[config.mk]
export PLATFORM = sky130hd
export DESIGN_NAME = powlib_ffarb
export DESIGN_NICKNAME = d
export VERILOG_FILES = /design/src/rtl/powlib_ffarb_pkg.sv /design/src/rtl/powlib_flipflop.sv /design/src/rtl/powlib_rrpick.sv /design/src/rtl/powlib_ffarb.sv
export SDC_FILE = /design/constraint.sdc
export NUM_CORES = 1
export LEC_CHECK = 0
export BUFFER_PORTS_ARGS = -buffer_cell sky130_fd_sc_hd__buf_4
export CAP_MARGIN = 5
export CELL_PAD_IN_SITES_DETAIL_PLACEMENT = 0
export CELL_PAD_IN_SITES_GLOBAL_PLACEMENT = 2
export CORE_MARGIN = 3
export CORE_UTILIZATION = 30
export DETAILED_ROUTE_END_ITERATION = 8
export HOLD_SLACK_MARGIN = 0.12
export PLACE_DENSITY = 0.83
export SYNTH_ARGS = -nofsm -noshare
export SYNTH_HDL_FRONTEND = slang
export SYNTH_SLANG_ARGS = --single-unit
[constraint.sdc]
create_clock -name clk -period 3.6 [get_ports clk]
set_input_delay 0.18 -clock clk [delete_from_list [all_inputs] [get_ports clk]]
set_output_delay 0.18 -clock clk [all_outputs]
set_load 0.02 [all_outputs]
[src/rtl/powlib_ffarb_pkg.sv]
// Shared definitions for the round-robin burst arbiter:
// FSM state encodings and a constant clog2 used for sizing.
package powlib_ffarb_pkg;

    typedef enum logic {
        PFFARB_IDLE  = 1'b0,
        PFFARB_GRANT = 1'b1
    } pffarb_state_t;

    function automatic int clog2(input int v);
        int r;
        r = 0;
        for (int x = v - 1; x > 0; x = x >> 1)
            r++;
        return r;
    endfunction

endpackage

[src/rtl/powlib_flipflop.sv]
// Register with synchronous active-low reset to INIT and
// an optional load enable (EVLD=1 loads only when vld).
module powlib_flipflop #(
    parameter int           W    = 8,
    parameter logic [W-1:0] INIT = '0,
    parameter bit           EVLD = 1'b1
) (
    input  logic         clk,
    input  logic         rst,
    input  logic [W-1:0] d,
    input  logic         vld,
    output logic [W-1:0] q
);

    always_ff @(posedge clk) begin
        if (!rst)
            q <= INIT;
        else if (!EVLD || vld)
            q <= d;
    end

endmodule

[src/rtl/powlib_rrpick.sv]
// Combinational round-robin picker: first set request
// found scanning from ptr upward, wrapping mod N.
module powlib_rrpick #(
    parameter int N  = 4,
    parameter int IW = 2
) (
    input  logic [N-1:0]  req,
    input  logic [IW-1:0] ptr,
    output logic [N-1:0]  pick,
    output logic [IW-1:0] idx,
    output logic          any
);

    always_comb begin
        int j;
        logic [IW-1:0] jj;
        j    = 0;
        jj   = '0;
        pick = '0;
        idx  = '0;
        any  = 1'b0;
        for (int k = 0; k < N; k++) begin
            j = int'(ptr) + k;
            if (j >= N)
                j = j - N;
            jj = IW'(j);
            if (!any && req[jj]) begin
                any      = 1'b1;
                pick[jj] = 1'b1;
                idx      = jj;
            end
        end
    end

endmodule

[src/rtl/powlib_ffarb.sv]
// Round-robin arbiter granting bounded bursts of up to MAXB
// beats from N requesters into one shared output register.
module powlib_ffarb
    import powlib_ffarb_pkg::*;
#(
    parameter int           W    = 8,
    parameter int           N    = 4,
    parameter int           MAXB = 4,
    parameter logic [W-1:0] INIT = '0,
    localparam int          IW   = (N > 1) ? clog2(N) : 1,
    localparam int          CW   = clog2(MAXB + 1)
) (
    input  logic           clk,
    input  logic           rst,
    input  logic [N*W-1:0] in_data,
    input  logic [N-1:0]   in_vld,
    output logic [N-1:0]   in_rdy,
    output logic [W-1:0]   out_data,
    output logic           out_vld,
    input  logic           out_rdy,
    output logic [N-1:0]   gnt,
    output logic [IW-1:0]  gnt_idx
);

    pffarb_state_t state;
    logic [IW-1:0] ptr;
    logic [IW-1:0] ptr_nxt;
    logic [CW-1:0] cnt;
    logic [N-1:0]  pick;
    logic [IW-1:0] pick_idx;
    logic          any;
    logic          ld;
    logic          beat;
    logic          last;
    logic          vld_g;
    logic [W-1:0]  data_g;

    powlib_rrpick #(.N(N), .IW(IW)) u_pick (
        .req  (in_vld),
        .ptr  (ptr),
        .pick (pick),
        .idx  (pick_idx),
        .any  (any)
    );

    assign vld_g  = in_vld[gnt_idx];
    assign data_g = in_data[int'(gnt_idx)*W +: W];
    assign ld     = !out_vld || out_rdy;
    assign beat   = (state == PFFARB_GRANT) && vld_g && ld;
    assign last   = (cnt == CW'(MAXB - 1));
    assign in_rdy = (state == PFFARB_GRANT && ld) ? gnt : '0;
    assign ptr_nxt = (int'(gnt_idx) >= N - 1) ? '0 : gnt_idx + 1'b1;

    powlib_flipflop #(.W(W), .INIT(INIT), .EVLD(1'b1)) u_out (
        .clk (clk),
        .rst (rst),
        .d   (data_g),
        .vld (beat),
        .q   (out_data)
    );

    always_ff @(posedge clk) begin
        if (!rst) begin
            state   <= PFFARB_IDLE;
            gnt     <= '0;
            gnt_idx <= '0;
            ptr     <= '0;
            cnt     <= '0;
            out_vld <= 1'b0;
        end else begin
            if (beat)
                out_vld <= 1'b1;
            else if (out_rdy)
                out_vld <= 1'b0;
            case (state)
                PFFARB_IDLE: begin
                    if (any) begin
                        gnt     <= pick;
                        gnt_idx <= pick_idx;
                        cnt     <= '0;
                        state   <= PFFARB_GRANT;
                    end
                end
                PFFARB_GRANT: begin
                    if (beat)
                        cnt <= cnt + 1'b1;
                    // a dropped valid also ends the burst
                    if ((beat && last) || !vld_g) begin
                        state <= PFFARB_IDLE;
                        gnt   <= '0;
                        ptr   <= ptr_nxt;
                        cnt   <= '0;
                    end
                end
            endcase
        end
    end

endmodule

==> summary.md <==
The run finished with clean final reports. The worst path in the final design needs a cycle of 2.92 ns, including I/O delays and setup. Based on the critical path, the design can be clocked at up to 342 MHz. The run gives 58 as the number of I/O pins. By count the netlist is led by sky130_fd_sc_hd__dfxtp_1, sky130_fd_sc_hd__ha_1, sky130_fd_sc_hd__mux2i_1, sky130_fd_sc_hd__mux4_2, sky130_fd_sc_hd__nand2_1.

The reg-to-reg endpoint is gnt_idx[0]. The path with the worst hold slack has its endpoint at state. The maximum single-stage delay on the critical path was 0.65 ns.

The initial core utilization is 32.2%, and the net count of the mapped netlist is 195. The post-detailed-route wirelength per cell was 15.1 um. The root buffer selected by CTS is sky130_fd_sc_hd__clkbuf_8.

The slack of the worst reg-to-reg path is 0.68 ns, and the slew at the pin closest to its max-slew limit is 0.731 ns. The run gives 1294 as the via count of the first global-routing pass. For the worst-skew pair, the clock arrives at the later sink with an insertion delay of 0.26 ns. The critical path class is flop to flop. The net count of the finished layout was 249; the final estimated routing congestion in global placement was 0.811. The path class of the tightest hold or removal check is input pin to flop.

In the synthesized netlist the dominant register cell turns out to be sky130_fd_sc_hd__dfxtp_1. The cell depth of the worst min-delay path is 3, and the number of violations reported at the end of detailed-routing iteration 0 is 26. Measured against its own limit, the worst slew margin works out to 51.2%. In this run the deepest clock path goes through 2 buffers.

A synthesized cell averages 10.9 um^2. The tools report the sequential element share of the synthesized area as 26.6%. Setup repair after global routing left no endpoint under its margin. Counting every sink on the clock net gives 21. The number of design rule violations left after detail routing was 0; the cell area after layout was 2080 um^2. Sorting the synthesized cells by area gives the leading types as sky130_fd_sc_hd__dfxtp_1, sky130_fd_sc_hd__mux4_2, sky130_fd_sc_hd__ha_1.

The die is 78.6 um wide. The worst slack at placement is 0.659 ns. In this run the vertical extent of the chip is 78.6 um. The tools report the total setup violations reported at the end of the flow as 0. For this run, the total global-route usage over all layers was measured as 12.8%. The required time of the critical path was 3.75 ns. Data arrives at the worst endpoint at 3.08 ns. The netlist uses 39 different library cells. The buffering stage count on the worst path with inverters included was 1; the post-CTS repair timing setup buffer count was 0. In this run the cell area of the synthesized design comes to 1580 um^2. After technology mapping, the gate count stands at 145. The area growth from synthesis to layout is 31.9%.

After clock tree synthesis, the repair step resized 0 gates. The count of nets left with antenna violations once routing finished came out at 0. The number of vias per cell is 5.09, and the total of hold buffers inserted after clock tree synthesis is 0. In this run, CTS created clock tree buffers numbering 3. Path depth of the worst reg2reg path: 6.

In this run the static leakage power is 0.923 nW. Across the VDD grid, the largest voltage drop is 0.223 mV. Detailed placement ended at an HPWL of 3230 um. The worst setup path is launched from a flop.

Once layout is complete, the utilization of the core stands at 42.4%. The number of inserted diodes was 0. The tools report the origin of the critical flop-to-flop path as ptr[0].

The initial antenna violation count came out at 0. In the final timing run, aggregate negative setup slack is 0 ns. The biggest area contributor in the post-synthesis netlist is sky130_fd_sc_hd__dfxtp_1. The total routed wirelength was 4000 um; the clock transition at the registers of the reported paths was 0.08 ns. The run gives 0 as the final number of max-transition violations.

The worst setup path is captured at a flop. After floorplanning, the core was sized to cover 4910 um^2. The tools report the placed instance area as 2040 um^2.

The flop and latch count out of synthesis was 21; the number of flops mapped to enable cells by yosys was 0. The run gives 0 as the total global routing overflow. For the area enclosed by the die boundary, the log shows 6170 um^2.

The most frequent cell after synthesis was sky130_fd_sc_hd__dfxtp_1. Entering global routing, the biggest net connects 24 pins. The signal on the critical path passes through inv_1 -> ha_1 -> mux4_2 -> or4_4 -> nor2b_4 -> o221a_1.

The logs give 0 for the final hold violation count and 1349 for the count of vias placed by the detailed router. The worst setup margin is 0.676 ns, and the post-synthesis async set-or-reset flop share is 0%. The kind of cell with the highest combined delay on the critical path is simple AND/OR/NAND/NOR gates. The pre-antenna-repair detailed-routing pass consisted of 6 iterations. The final critical path takes up 81.2% of the cycle.

In this run the worst path has a maximum fanout of 13. The start point of the worst min-delay path was rst. The logs give 265 for the count of placed standard cells in the final layout, fillers left out and 0 for the count of synthesis-stage warnings from yosys.

TritonCTS built the clock tree. In this run the tool buffered the top-level ports with 57 buffer cells. The post-route netlist has 42.9% of its cells at a drive strength greater than 1. The first global-routing pass estimated 6290 um of wire. The number of violations of the max-capacitance limit is 0. After detailed placement, the design holds a cell count of 261. Row count: 25. Cell with the largest stage delay on the worst path: sky130_fd_sc_hd__dfxtp_1.

The count of H-tree levels built during CTS was 1; the power density of the placed cells was 398 nW/um^2. Across the routed clock network, the largest skew measured is 0.00188 ns. The proportion of netlist area held by the largest area contributor works out to 26.6%.
logic make-up after synthesis:
group,count (synthesis),share of synthesized area (%)
flip-flops,21,26.6
buffers and inverters,11,4.12
AO/OA/AOI/OAI,31,16.1
adder cells (fa/ha/maj),11,8.72
multiplexers,24,26.0
AND/OR/NAND/NOR,47,18.5
layer usage:
metal | part of all wire, % | routed length, um | GRT usage [%] | vias up
met5 | 0 | 0 | 0 | -
met4 | 1.3 | 53 | 3.15 | 0
met3 | 3.6 | 143 | 2.75 | 4
met2 | 55 | 2180 | 23.1 | 39
met1 | 40 | 1620 | 15.3 | 638
li1 | - | - | - | 668
registers in the layout, summed over array words and instances, names as in the netlist:
signal and flops:
cnt 3, gnt 4, gnt_idx 2, out_vld 1, ptr 2, state 1
u_out.q 8
through the flow:
| step | hold slack (ns) | power [mW] |
|---|---|---|
| after floorplan | 0.343 | 0.563 |
| final | 0.268 | 0.830 |
| after detailed placement | 0.456 | 0.683 |
| after global routing | 0.300 | 0.884 |
| after global placement | 0.444 | 0.673 |
| after CTS | 0.268 | 0.839 |
layout make-up:
type	count	area [um^2]
Clock inverter	1	5.00
Inverter	3	11.3
Fill cell	486	2830
Clock buffer	3	41.3
Sequential cell	21	420
Multi-Input combinational cell	113	1090
Timing Repair Buffer	57	428
Tap cell	67	83.8
worst reg2reg max path: cells and delay by family, from the launching register on:
kind	cells	cell delay, ns
compound gates	1	0.25
mux	1	0.44
flops	1	0.65
buf+inv	1	0.27
fa+ha+maj	1	0.47
simple gates	2	0.73
cell usage in the layout, fill, tap and decap left out, types with 2 or more instances in the layout:
master / count
sky130_fd_sc_hd__o2bb2ai_1: 4
sky130_fd_sc_hd__and2b_2: 2
sky130_fd_sc_hd__and3_1: 4
sky130_fd_sc_hd__inv_1: 3
sky130_fd_sc_hd__nand4b_1: 2
sky130_fd_sc_hd__mux4_2: 11
sky130_fd_sc_hd__nand2b_1: 7
sky130_fd_sc_hd__o22ai_1: 4
sky130_fd_sc_hd__mux2i_1: 11
sky130_fd_sc_hd__dfxtp_1: 21
sky130_fd_sc_hd__mux4_1: 2
sky130_fd_sc_hd__a221o_2: 4
sky130_fd_sc_hd__a22oi_1: 4
sky130_fd_sc_hd__a221oi_1: 2
sky130_fd_sc_hd__nand3b_1: 2
sky130_fd_sc_hd__nand2_1: 11
sky130_fd_sc_hd__clkbuf_8: 3
sky130_fd_sc_hd__o21ai_0: 3
sky130_fd_sc_hd__nor2_1: 2
sky130_fd_sc_hd__buf_4: 57
sky130_fd_sc_hd__ha_1: 11
sky130_fd_sc_hd__a21boi_0: 2
sky130_fd_sc_hd__a21oi_1: 3
sky130_fd_sc_hd__nor2b_1: 9
how the worst max path moves through the flow:
stage | start | depth (start not counted) | slack, ns | end
finish | ptr[0] | 6 | 0.68 | gnt_idx[0]
global route | ptr[0] | 6 | 0.50 | gnt_idx[0]
CTS | ptr[0] | 6 | 0.66 | gnt_idx[0]
detailed placement | ptr[0] | 6 | 0.66 | gnt_idx[0]
global placement | ptr[0] | 6 | 0.79 | gnt_idx[0]
floorplan | ptr[0] | 7 | 1.12 | gnt_idx[0]
power breakdown:
| group | leakage, nW | switching, mW | total [mW] | internal [mW] |
|---|---|---|---|---|
| Clock | 0.0255 | 0.0778 | 0.155 | 0.0770 |
| Sequential | 0.172 | 0.0499 | 0.311 | 0.261 |
| Combinational | 0.725 | 0.167 | 0.364 | 0.197 |
Power figures use the tool's default switching activity.
